File: src/rtl/result_display.sv
// result_display: converts one BITS-wide result to BCD by double-dabble and scans it onto an 8-digit seven-segment display.
//   clk, reset            : clock, synchronous active-high reset
//   result_valid, result  : one result per handshake, accepted only while busy is low
//   signed_in             : 1 = treat result as two's complement
//   busy                  : conversion in progress
//   anode, cathode        : active-low digit enables and segments {dp,g,f,e,d,c,b,a}
module result_display #(
   parameter int BITS        = 16,
   parameter int REFRESH_DIV = 100000
) (
   input  logic            clk,
   input  logic            reset,
   input  logic            result_valid,
   input  logic [BITS-1:0] result,
   input  logic            signed_in,
   output logic            busy,
   output logic [7:0]      anode,
   output logic [7:0]      cathode
);
   localparam logic [0:0] IDLE    = 1'b0;
   localparam logic [0:0] CONVERT = 1'b1;
   localparam int RW = $clog2(REFRESH_DIV);

   logic [0:0]     state_q, state_d;
   logic [4:0]     cnt_q, cnt_d;
   logic [27:0]    bcd_q, bcd_d, digits_q, digits_d, adj;
   logic [BITS-1:0] mag_q, mag_d;
   logic           neg_pend_q, neg_pend_d, neg_q, neg_d;
   logic [RW-1:0]  refresh_q, refresh_d;
   logic [2:0]     idx_q, idx_d, msd;
   logic [7:0]     anode_q, anode_d, cathode_q, cathode_d;
   logic [BITS+27:0] sh;
   logic [31:0]    dig_ext;
   logic [3:0]     nib;
   logic           accept, last, wrap, neg_in;

   function automatic logic [7:0] seg(input logic [3:0] d);
      case (d)
         4'd0: seg = 8'hC0;
         4'd1: seg = 8'hF9;
         4'd2: seg = 8'hA4;
         4'd3: seg = 8'hB0;
         4'd4: seg = 8'h99;
         4'd5: seg = 8'h92;
         4'd6: seg = 8'h82;
         4'd7: seg = 8'hF8;
         4'd8: seg = 8'h80;
         4'd9: seg = 8'h90;
         default: seg = 8'hFF;
      endcase
   endfunction

   always_comb begin
      adj = bcd_q;
      for (int i = 0; i < 7; i++)
         adj[4*i +: 4] = bcd_q[4*i +: 4] >= 4'd5 ? bcd_q[4*i +: 4] + 4'd3 : bcd_q[4*i +: 4];
      sh         = {adj, mag_q} << 1;
      neg_in     = signed_in & result[BITS-1];
      accept     = state_q == IDLE && result_valid;
      last       = state_q == CONVERT && cnt_q == 5'(BITS-1);
      state_d    = accept ? CONVERT : last ? IDLE : state_q;
      cnt_d      = state_q == CONVERT ? cnt_q + 5'd1 : 5'd0;
      bcd_d      = accept ? '0 : state_q == CONVERT ? sh[BITS+27:BITS] : bcd_q;
      mag_d      = accept ? (neg_in ? -result : result) : state_q == CONVERT ? sh[BITS-1:0] : mag_q;
      neg_pend_d = accept ? neg_in : neg_pend_q;
      // The final shift result goes straight to the display register, together with its sign.
      digits_d   = last ? sh[BITS+27:BITS] : digits_q;
      neg_d      = last ? neg_pend_q : neg_q;
      wrap       = refresh_q == RW'(REFRESH_DIV-1);
      refresh_d  = wrap ? '0 : refresh_q + RW'(1);
      idx_d      = wrap ? idx_q + 3'd1 : idx_q;
      dig_ext    = {4'h0, digits_q};
      nib        = dig_ext[{idx_q, 2'b00} +: 4];
      msd        = 3'd0;
      for (int i = 1; i < 7; i++)
         if (digits_q[4*i +: 4] != 4'd0) msd = 3'(i);
      anode_d    = ~(8'd1 << idx_q);
      cathode_d  = idx_q <= msd ? seg(nib) : (neg_q && idx_q == msd + 3'd1) ? 8'hBF : 8'hFF;
   end

   always_ff @(posedge clk) begin
      if (reset) begin
         state_q    <= IDLE;
         cnt_q      <= '0;
         bcd_q      <= '0;
         mag_q      <= '0;
         neg_pend_q <= 1'b0;
         digits_q   <= '0;
         neg_q      <= 1'b0;
         refresh_q  <= '0;
         idx_q      <= '0;
         anode_q    <= 8'hFF;
         cathode_q  <= 8'hFF;
      end else begin
         state_q    <= state_d;
         cnt_q      <= cnt_d;
         bcd_q      <= bcd_d;
         mag_q      <= mag_d;
         neg_pend_q <= neg_pend_d;
         digits_q   <= digits_d;
         neg_q      <= neg_d;
         refresh_q  <= refresh_d;
         idx_q      <= idx_d;
         anode_q    <= anode_d;
         cathode_q  <= cathode_d;
      end
   end

   assign busy    = state_q == CONVERT;
   assign anode   = anode_q;
   assign cathode = cathode_q;
endmodule

File: config.mk
export PLATFORM = sky130hd
export DESIGN_NAME = result_display
export DESIGN_NICKNAME = d
export VERILOG_FILES = /design/src/rtl/result_display.sv
export SDC_FILE = /design/constraint.sdc
export NUM_CORES = 1
export LEC_CHECK = 0
export ABC_CLOCK_PERIOD_IN_PS = 2700
export CAP_MARGIN = 0
export CORE_AREA = 10 10 152 154
export CTS_CLUSTER_SIZE = 28
export DETAILED_ROUTE_END_ITERATION = 12
export DIE_AREA = 0 0 162 164
export PLACE_DENSITY = 0.54
export SYNTH_ARGS = -nofsm -noshare
export SYNTH_HDL_FRONTEND = slang
export SYNTH_SLANG_ARGS = --single-unit
export TNS_END_PERCENT = 50
File: constraint.sdc
create_clock -name clk -period 2.7 [get_ports clk]
set_clock_uncertainty 0.2 [all_clocks]
set_input_delay 0.405 -clock clk [delete_from_list [all_inputs] [get_ports clk]]
set_output_delay 0.405 -clock clk [all_outputs]
set_load 0.01 [all_outputs]
Word-level counts from Yosys, hierarchy flattened

Memories as Yosys holds them, arrays and structs flattened.
Index checks and enable logic that the tools add are counted.
W data, S select, Z words.

Output and inout port bits: 17
Logic and storage cells: 74
Register bits: 116
Memories: 1
Input bits: 20
Bits in read-only memories: 112

Memory list:

| name             | words | width | read ports | clocked after Yosys merged registers in | wr ports | line | source |
|---|---|---|---|---|---|---|---|
| (name not given) | 16    | 7     | 1          | 0                                       | 0        | 38   | `case (d)` |

Shifts and indexed selects: 2
Bitwise gates (word level): 3
$add $sub $neg: 12
Order comparisons: 8
Reductions and logical operators: 14
Equal/unequal tests: 3
Mux-type cells: 20

Operator list:

| operator                | count |
|---|---|
| $mux W16                | 3 |
| $shiftx A32 B6 Y4       | 1 |
| $ge A4 B3 Y1 const B    | 7 |
| $add A4 B2 Y4 const B   | 6 |
| $mux W4                 | 6 |
| $reduce_bool A4 Y1      | 6 |
| $add A17 B1 Y17 const B | 1 |
| $eq A17 B17 Y1 const B  | 1 |
| $neg A16 Y16            | 1 |
| $mux W3                 | 4 |
| $mux W8                 | 1 |
| $not A8 Y8              | 1 |
| $shl A1 B3 Y8 const A   | 1 |
| $mux W7                 | 1 |
| $add A3 B1 Y3 const B   | 2 |
| $reduce_or A2 Y1        | 3 |
| $add A5 B1 Y5 const B   | 1 |
| $eq A5 B4 Y1 const B    | 1 |
| $mux W2                 | 2 |
| $reduce_bool A2 Y1      | 2 |
| $add A3 B2 Y3 const B   | 1 |
| $eq A3 B3 Y1            | 1 |
| $le A3 B3 Y1            | 1 |
| $logic_and A1 B1 Y1     | 3 |
| 3 further kinds         | 5 |

Depth between registers and ports, before layout

Gate-level depths: netlist of run 1.

Depth in word-level cells: 12
Gate-level depth with buffers: 11

Worst setup path before layout of run 1

Ideal clock, no wire load.

Path kind: reg2reg
Start point: reg digits_q[8]
End point: reg cathode_q[6] (netlist: cathode[6])
Buffers on the path: 0
Data required time: 2366 ps
Cell stages (with the launch flop): 11
Period minus slack after synthesis: 2526 ps
Slack: 174 ps
Arrival: 2192 ps
Cells stage by stage: dfxtp_1 > or4_1 > o21ai_0 > nand2_1 > a21oi_1 > ha_1 > nor2b_1 > o21ai_0 > a21oi_1 > nor4_1 > a211oi_1

Cells in the longest elaborated chain, start to end: 11

RTL lines:

| item                   | line | source |
|---|---|---|
| from (decl)            | 26   | `logic [27:0] bcd_q, bcd_d, digits_q, digits_d, adj;` |
| from (signal assigned) | 100  | `digits_q <= digits_d;` |
| $reduce_bool A4 Y1     | 76   | `if (digits_q[4*i +: 4] != 4'd0) msd = 3'(i);` |
| $mux W2 (2 in series)  | 76   |  |
| $mux W3 (3 in series)  | 76   |  |
| $add A3 B1 Y3          | 78   | `cathode_d = idx_q <= msd ? seg(nib) : (neg_q && idx_q == msd + 3'd1) ? 8'hBF : 8'hFF;` |
| $eq A3 B3 Y1           | 78   |  |
| $logic_and A1 B1 Y1    | 78   |  |
| $mux W7                | 78   |  |
| $mux W8 (*)            | 78   |  |
| to (signal assigned)   | 105  | `cathode_q <= cathode_d;` |
| to (decl)              | 31   | `logic [7:0] anode_q, anode_d, cathode_q, cathode_d;` |

Mark *: on every way between the ends. The rest lies on a longest branch, timed or not.
A chain may end at the register's enable or synchronous reset.

Final worst setup path of run 1

Same ends and word-level chain as after synthesis.

==> results of run 1 <==
## registers in the layout, indices dropped and copies added, names as in the netlist
signal and flops:
anode 8, bcd_q 28, busy 1, cathode 7
cnt_q 5, digits_q 28, idx_q 3, mag_q 16
neg_pend_q 1, neg_q 1, refresh_q 17
## stage by stage
step	hold WS, ns	instances	setup slack (ns)
final	0.150	1035	0.151
after global routing	0.157	1035	0.0409
after CTS	0.138	1035	0.0333
after detailed placement	0.237	1004	0.0443
after global placement	0.231	1004	0.0794
after floorplan	0.218	713	0.174
## cell usage in the layout, fill, tap and decap left out, types with 16 or more instances in the layout
master           count
ha_1                33
mux2i_1             36
a211oi_1            21
inv_1               37
nand3_1             16
nand2_1             76
nor2_1              99
o21ai_0             19
a21oi_1             66
xnor2_1             23
clkdlybuf4s50_1     34
dfxtp_1            114
clkbuf_16           17
buf_4               21
## synthesized netlist by cell type, drive strengths merged (2+ instances only)
cell	count	area, um^2
dfxtp	115	2300
nor2	101	389
nand2	77	292
a21oi	68	340
inv	37	139
mux2i	36	360
ha	33	413
xnor2	23	201
o21ai	22	110
a211oi	21	158
buf	18	106
clkbuf	17	63.8
nand3	16	80.1
nand2b	15	93.8
xor2	13	114
nor3b	11	82.6
nor3	10	50.1
nor4	9	77.6
nand4	6	37.5
a211o	5	43.8
a31oi	4	25.0
and3	4	25.0
o221ai	4	35.0
or4	4	30.0
a221oi	3	26.3
a22oi	3	27.5
a311oi	3	26.3
and2	3	18.8
mux2	3	37.5
or3	3	18.8
a41oi	2	17.5
and4	2	17.5
nand3b	2	15.0
nor2b	2	12.5
o221a	2	22.5
## metal layers
layer | GRT usage [%] | vias up
li1 | - | 2555
met1 | 12.4 | 2193
met2 | 14.8 | 57
met3 | 2.90 | 6
met4 | 3.76 | 0
met5 | 0 | -
## area by class of cell
type,instances,area (um^2)
inverter,37,139
fill,2152,12800
sequential,115,2300
clock inverter,14,155
multi-input combinational,526,3370
tap,270,338
timing repair buffer,56,503
clock buffer,17,425
## report_power, final
group	total [W]	switching, W	internal [W]
Combinational	0.000290	0.000161	0.000129
Sequential	0.00176	0.0000244	0.00173
Clock	0.00218	0.000820	0.00136
Total	0.00423	0.00101	0.00322
## cells by family after synthesis
family	synth area share, %
AO/OA/AOI/OAI	15.5
XOR/XNOR	5.30
adder cells (fa/ha/maj)	6.94
buffers and inverters	5.19
flip-flops	38.7
multiplexers	6.68
other	0.0630
AND/OR/NAND/NOR	21.7
## worst paths after layout
| check | from | end | slack (ns) | cells after the start |
|---|---|---|---|---|
| hold reg to reg | cnt_q[0] | cnt_q[0] | 0.24 | 1 |
| setup / recovery | digits_q[8] | cathode[6] | 0.15 | 11 |
| hold / removal | reset | digits_q[23] | 0.15 | 2 |
| setup reg to reg | digits_q[8] | cathode[6] | 0.15 | 11 |
## worst max-delay path, cell delays in order (launching register included)
cell,delay [ns]
dfxtp_1,0.31
or4_1,0.55
nor2_1,0.11
o21ai_0,0.11
inv_1,0.09
ha_1,0.23
nor2b_1,0.13
o21ai_1,0.18
buf_4,0.15
nand2b_1,0.05
and4_1,0.17
a211oi_1,0.19
## what timing repair did
action,CTS,global route
setup endpoints to repair,0,7
gates resized for setup,0,8
endpoints found under the hold margin,0,0
hold buffers,0,0
==> impl_metrics.csv, run 1 <==
group,metric,value,unit
floorplan,die_w,162,um
cts,cts_max_level,4,
setup_path,arrival,2.67,ns
sta,min_period_over_period,94.4,%
route,drt-met1-wl,6330,um
power,max-vdd-ir-drop,0.317,mV
synth,synth_nets,766,
hold_path,hold_path_class,"primary input to flip-flop",
synth,synth_edf_count,0,
synth,synth_seq_cells,115,
floorplan,rows,52,
finish,drive_gt1_share,9.80,%
grt,grt_usage,9.62,%
floorplan,start_util,29.7,%
sta,min_period,2.55,ns
finish,area_growth,21.6,%
power,power_leakage,2.66,nW
finish,antenna_cells,0,
floorplan,die_height,164,um
synth,synth_cells,713,
route,totalWireLength,12800,um
route,first_iter_violations,148,
synth,syn_area,0.00595,mm^2
finish,final_area,0.00724,mm^2
sta,setup-tns-final,0,ns
route,drt-vias-per-instance,4.65,
synth,ys.flop_type,"dfxtp_1",
route,vias,4811,
power,p_total,0.00423,W
route,dr.pass1.iters,5,
synth,avgSynthCellArea,8.35,um^2
setup_path,worst_setup_path_start_kind,"flip-flop",
route,drc,0,
setup_path,end_kind,"flip-flop",
route,detail_route.wl_per_cell,12.3,um
cts,post_cts_buffers,0,
route,topRoutingLayerUsed,"met4",
place,portBuffers,35,
synth,ys_seq_area_share,38.7,%
sta,relSlewSlack,61.7,%
setup_path,path_max_fanout,2,
grt,grt_pass1_vias,4460,
floorplan,core_area,0.0200,mm^2
finish,fin_util,36.1,%
setup_path,crit_required,2.83,ns
floorplan,boundaryPins,37,
place,placed_area,0.00662,mm^2
sta,finalSetupViolations,0,
grt,gr-total-overflow,0,
sta,final_max_slew_viol_count,0,
grt,grt_start_max_net_pins,37,
route,met2_length,5870,um
cts,clkTransAtPathRegs,0.06,ns
synth,yosysWarnings,0,
route,drtAntennaViolNets,0,
sta,clock.fmax,0.392,GHz
place,place_congestion,0.807,
floorplan,dieArea,0.0266,mm^2
route,met3_length,455,um
cts,root_buffer,"clkbuf_16",
place,dpl.hpwl,9200,um
outcome,outcome,"complete, no violations",
sta,max_slew.worst_pin.slew,0.573,ns
finish,finalNetCount,806,
cts,cts_tree,"done",
synth,async_flop_share,0,%
setup_path,crit_type,"flip-flop to flip-flop",
sta,rsz0062_at_grt,"no",
grt,grt_pass1_wl,21300,um
cts,clk_latency,0.42,ns
power,cellPowerDensity,584,mW/mm^2
cts,cts_buffer_depth,2,
synth,ys_types,62,
cts,cts_num_sinks,115,
sta,hold_violations,0,
grt,antenna_found_initial,0,
run,maxCapViolations,0,
cts,cts_made_buffers,17,
(Power assumes the default switching activity.)
==> inputs of run 2 (changes only) <==
--- a/config.mk
+++ b/config.mk
@@ -5,13 +5,13 @@
 export SDC_FILE = /design/constraint.sdc
 export NUM_CORES = 1
 export LEC_CHECK = 0
-export ABC_CLOCK_PERIOD_IN_PS = 2700
+export ABC_CLOCK_PERIOD_IN_PS = 2600
 export CAP_MARGIN = 0
 export CORE_AREA = 10 10 152 154
 export CTS_CLUSTER_SIZE = 28
 export DETAILED_ROUTE_END_ITERATION = 12
 export DIE_AREA = 0 0 162 164
-export PLACE_DENSITY = 0.54
+export PLACE_DENSITY = 0.53
 export SYNTH_ARGS = -nofsm -noshare
 export SYNTH_HDL_FRONTEND = slang
 export SYNTH_SLANG_ARGS = --single-unit
==> constraint.sdc (replaced) <==
create_clock -name clk -period 2.6 [get_ports clk]
set_clock_uncertainty 0.2 [all_clocks]
set_input_delay 0.39 -clock clk [delete_from_list [all_inputs] [get_ports clk]]
set_output_delay 0.39 -clock clk [all_outputs]
set_load 0.01 [all_outputs]
==> impl_metrics.csv, run 2 (synthesized netlist as in run 1, its figures left out) <==
group,metric,value,unit
hold_path,hold_path_class,"primary input to flip-flop",
grt,grt_pass1_wl,21900,um
setup_path,crit_required,2.69,ns
route,detail_route.wl_per_cell,12.3,um
finish,reg.largest.list,"bcd_q (28), digits_q (28), refresh_q (17)",
place,place_ws,-0.0434,ns
finish,area_growth,25.5,%
finish,antenna_cells,0,
sta,min_period_over_period,97.9,%
power,p_sw,0.00106,W
power,cellPowerDensity,605,mW/mm^2
cts,cts_made_buffers,17,
cts,cts_hold_buf,0,
hold_path,hp-start,"reset",
finish,layout_commonest_cell,"dfxtp_1",
floorplan,rows,52,
cts,clkTransAtPathRegs,0.06,ns
route,dr.pass1.iters,4,
power,p_total,0.00452,W
grt,grt_usage,9.80,%
power,swShare,23.5,%
setup_path,ff2ff_path_depth,10,
sta,max_slew.worst_pin.slew,0.570,ns
route,first_iter_violations,203,
route,drc,0,
power,internal_power,0.00346,W
cts,root_buffer,"clkbuf_16",
grt,grt_pass1_vias,4542,
setup_path,path_max_fanout,3,
sta,relSlewSlack,61.7,%
outcome,outcome,"complete, no violations",
sta,min_period,2.55,ns
sta,clock.fmax,0.393,GHz
sta,fin_ws,0.0536,ns
cts,cts_buffer_depth,2,
finish,final_area,0.00747,mm^2
sta,final_max_slew_viol_count,0,
power,p_comb_share,6.8,%
finish,finalNetCount,820,
grt,gr-total-overflow,0,
run,maxCapViolations,0,
power,max-vdd-ir-drop,0.337,mV
grt,antenna_found_initial,0,
setup_path,critPathSlowestCell,"or4_4",
cts,post_cts_buffers,0,
finish,fillCellCount,2082,
floorplan,start_util,29.7,%
cts,clk_latency,0.42,ns
sta,hold_violations,0,
setup_path,crit_type,"flip-flop to flip-flop",
setup_path,arrival,2.63,ns
route,vias,4920,
cts,cts_tree,"done",
power,pwr-share-clk,52.7,%
place,placed_area,0.00677,mm^2
place,dpl.hpwl,9210,um
setup_path,cp_cell_sequence,"or4_4 -> nor2_4 -> o21ai_2 -> inv_2 -> ha_4 -> nor2b_2 -> o21ai_2 -> a21oi_2 -> nor4_2 -> a211oi_2",
floorplan,die_height,164,um
floorplan,dieArea,0.0266,mm^2
route,drtAntennaViolNets,0,
sta,finalSetupViolations,0,
place,portBuffers,35,
setup_path,critPathMaxStageDelay,0.56,ns
floorplan,die_w,162,um
setup_path,end_kind,"flip-flop",
grt,grt_start_max_net_pins,73,
place,place_congestion,0.805,
floorplan,boundaryPins,37,
route,drt-vias-per-instance,4.69,
route,totalWireLength,12900,um
power,power_leakage,2.80,nW
setup_path,crit_path_frequent_cell,"o21ai_2",
finish,fin_util,37.3,%
hold_path,min_path_cells,2,
setup_path,worstSetupStartpoint,"digits_q[11]",
cts,cts_num_sinks,115,
setup_path,worst_setup_path_start_kind,"flip-flop",
power,p_seq_share,40.4,%
sta,fin_hold_ws,0.235,ns
floorplan,core_area,0.0200,mm^2
cts,cts_max_level,4,
finish,final_cell_mix,"dfxtp_1 (113), nor2_1 (98), nand2_1 (76), a21oi_1 (66)",
setup_path,reg2reg_from,"digits_q[11]",
finish,drive_gt1_share,12.8,%
-- run 2: stage by stage --
step	setup TNS [ns]	std cells
final	0	1050
after floorplan	0	713
after global routing	-0.0703	1050
after CTS	0	1050
after detailed placement	-0.0752	1018
after global placement	-0.0263	1018
-- run 2: layer usage --
layer / global-route usage [%] / part of all wire [%]
met5: 0 / 0
met4: 5.54 / 2.6
met3: 2.58 / 3.9
met2: 14.3 / 44
met1: 12.8 / 49
-- run 2: final timing paths --
path,slack [ns],end
worst max-delay path,0.05,cathode[6]
worst min-delay path,0.24,idx_q[1]
worst max register to register,0.05,cathode[6]
worst min register to register,0.24,cnt_q[0]
-- run 2: critical path: cells and delay by family, from the launching register on --
kind	cells	cell delay (ns)
AND/OR/NAND/NOR	4	1.20
AO/OA/AOI/OAI	4	0.43
flip-flops	1	0.32
adder cells (fa/ha/maj)	1	0.19
buffers and inverters	1	0.08
-- run 2: power groups by stage --
| stage | Sequential, W | Combinational [W] | Clock [W] |
|---|---|---|---|
| 3_5_place_dp | 0.00186 | 0.000310 | 0 |
| 4_1_cts | 0.00183 | 0.000312 | 0.00244 |
| 3_3_place_gp | 0.00186 | 0.000309 | 0 |
| 2_1_floorplan | 0.00186 | 0.000198 | 0 |
| 6_report | 0.00183 | 0.000309 | 0.00238 |
| 5_1_grt | 0.00183 | 0.000348 | 0.00253 |
-- run 2: cell type report --
cell class	instances	area [um^2]	area share, %
Multi-Input combinational cell	526	3430	46.0
Sequential cell	115	2300	30.9
Timing Repair Buffer	70	646	8.65
Clock buffer	17	425	5.70
Tap cell	270	338	4.52
Clock inverter	15	181	2.43
Inverter	37	139	1.86
-- run 2: what timing repair did --
action / in CTS / in global routing
setup endpoints to repair: 4 / 7
pin swaps: 0 / 8
gates resized for setup: 4 / 18
endpoints found under the hold margin: 0 / 0
==> inputs of run 3 (changes only) <==
--- a/config.mk
+++ b/config.mk
@@ -7,10 +7,11 @@
 export LEC_CHECK = 0
 export ABC_CLOCK_PERIOD_IN_PS = 2600
 export CAP_MARGIN = 0
-export CORE_AREA = 10 10 152 154
+export CORE_AREA = 2 2 144 146
 export CTS_CLUSTER_SIZE = 28
 export DETAILED_ROUTE_END_ITERATION = 12
-export DIE_AREA = 0 0 162 164
+export DIE_AREA = 0 0 146 148
+export HOLD_SLACK_MARGIN = 0.12
 export PLACE_DENSITY = 0.53
 export SYNTH_ARGS = -nofsm -noshare
 export SYNTH_HDL_FRONTEND = slang
==> impl_metrics.csv, run 3 (synthesized netlist as in run 1, its figures left out) <==
group,metric,value,unit
outcome,outcome,"complete, no violations",
cts,cts_max_level,4,
setup_path,r2r_setup_slack,0.08,ns
power,cellPowerDensity,616,mW/mm^2
route,detail_route.wl_per_cell,12.1,um
setup_path,critPathMaxStageDelay,0.56,ns
power,power_leakage,2.83,nW
power,p_total,0.00463,W
setup_path,crit_type,"flip-flop to flip-flop",
floorplan,start_util,29.7,%
setup_path,worstSetupStartpoint,"digits_q[10]",
sta,hold_violations,0,
setup_path,crit_required,2.73,ns
sta,min_period_over_period,96.8,%
cts,cts_buffer_depth,2,
cts,cts_hold_buf,0,
place,portBuffers,35,
finish,layout_commonest_cell,"dfxtp_1",
grt,gr-total-overflow,0,
finish,finalNonFillerCells,1055,
finish,antenna_cells,0,
cts,clkTransAtPathRegs,0.05,ns
run,maxCapViolations,0,
grt,grt_pass1_wl,22100,um
sta,fin_hold_ws,0.246,ns
route,drc,0,
floorplan,die_height,148,um
setup_path,reg2reg_from,"digits_q[10]",
floorplan,dieArea,0.0216,mm^2
hold_path,hold_path_class,"flip-flop to flip-flop",
sta,min_period,2.52,ns
setup_path,end_kind,"flip-flop",
finish,finalNetCount,825,
route,totalWireLength,12800,um
route,dr.pass1.iters,4,
setup_path,worst_setup_path_start_kind,"flip-flop",
cts,post_cts_buffers,0,
setup_path,critPathSlowestCell,"or4_4",
finish,area_growth,26.4,%
floorplan,die_w,146,um
sta,finalSetupViolations,0,
sta,clock.fmax,0.397,GHz
floorplan,boundaryPins,37,
grt,grt_pass1_vias,4709,
sta,final_max_slew_viol_count,0,
finish,drive_gt1_share,13.4,%
cts,cts_tree,"done",
place,place_congestion,0.767,
finish,reg.largest.list,"bcd_q (28), digits_q (28), refresh_q (17)",
setup_path,cp-endpoint,"cathode[6]",
sta,max_slew.worst_pin.slew,0.568,ns
grt,antenna_found_initial,0,
floorplan,core_area,0.0200,mm^2
setup_path,reg2reg_to,"cathode[6]",
place,dp_cells,1023,
floorplan,rows,52,
setup_path,path_max_fanout,3,
cts,root_buffer,"clkbuf_16",
place,dpl.hpwl,8980,um
setup_path,ff2ff_path_depth,9,
cts,cts_made_buffers,17,
route,drtAntennaViolNets,0,
route,vias,4962,
cts,cts_num_sinks,115,
sta,relSlewSlack,61.8,%
grt,grt_start_max_net_pins,36,
grt,grt_usage,12.4,%
route,drt-vias-per-instance,4.70,
power,max-vdd-ir-drop,0.385,mV
finish,final_cell_mix,"dfxtp_1 (113), nor2_1 (98), nand2_1 (76), a21oi_1 (66), buf_4 (39)",
route,first_iter_violations,288,
setup_path,arrival,2.65,ns
setup_path,cp_cell_sequence,"or4_4 -> o21ai_2 -> nand2_1 -> a21oi_2 -> ha_2 -> and4b_1 -> a21oi_4 -> a21oi_1 -> a211oi_2",
cts,clk_latency,0.41,ns
==> run 3: stage by stage <==
step           setup slack (ns)  area [um^2]  utilization, %  TNS [ns]
3_3_place_gp            -0.0538         6780            33.8    -0.104
3_5_place_dp            -0.0551         6780            33.8   -0.0944
5_1_grt                -0.00924         7520            37.5  -0.00924
6_report                 0.0841         7520            37.5         0
4_1_cts                 0.00435         7430            37.1         0
2_1_floorplan            0.0738         5950               -         0
==> run 3: how the worst min path moves through the flow <==
| stage | depth (start not counted) | end | start | slack (ns) |
|---|---|---|---|---|
| floorplan | 1 | cnt_q[0] | cnt_q[0] | 0.22 |
| global placement | 1 | cnt_q[0] | cnt_q[0] | 0.23 |
| detailed placement | 1 | cnt_q[0] | cnt_q[0] | 0.24 |
| CTS | 2 | refresh_q[4] | reset | 0.23 |
| global route | 2 | idx_q[0] | reset | 0.25 |
| finish | 1 | cnt_q[0] | cnt_q[0] | 0.25 |
==> run 3: worst max-delay path, delay by kind of cell, from the launching register on <==
| family | cells | cell delay (ns) |
|---|---|---|
| simple gates | 3 | 0.84 |
| compound gates | 5 | 0.79 |
| flops | 1 | 0.31 |
| fa+ha+maj | 1 | 0.30 |
==> run 3: area by class of cell <==
class | count | area, um^2
Clock buffer | 20 | 457
Tap cell | 270 | 338
Fill cell | 2116 | 12500
Inverter | 37 | 139
Timing Repair Buffer | 75 | 658
Sequential cell | 115 | 2300
Multi-Input combinational cell | 526 | 3450
Clock inverter | 12 | 178
==> run 3: report_power, final <==
group	switching (W)	leakage, nW	total, W	internal, W
Sequential	0.0000280	0.935	0.00183	0.00180
Clock	0.000839	0.311	0.00250	0.00166
Combinational	0.000165	1.58	0.000306	0.000140
==> run 3: repair_timing <==
action	CTS	global route
resized for setup	4	21
pin swaps	0	6
endpoints found under the setup margin	4	7
==> run 3: routing by layer <==
metal	up-vias	wire length, um	global-route usage [%]
met5	-	0	0
li1	2587	-	-
met2	56	5810	19.8
met3	14	368	3.36
met4	0	148	4.37
met1	2305	6450	16.1
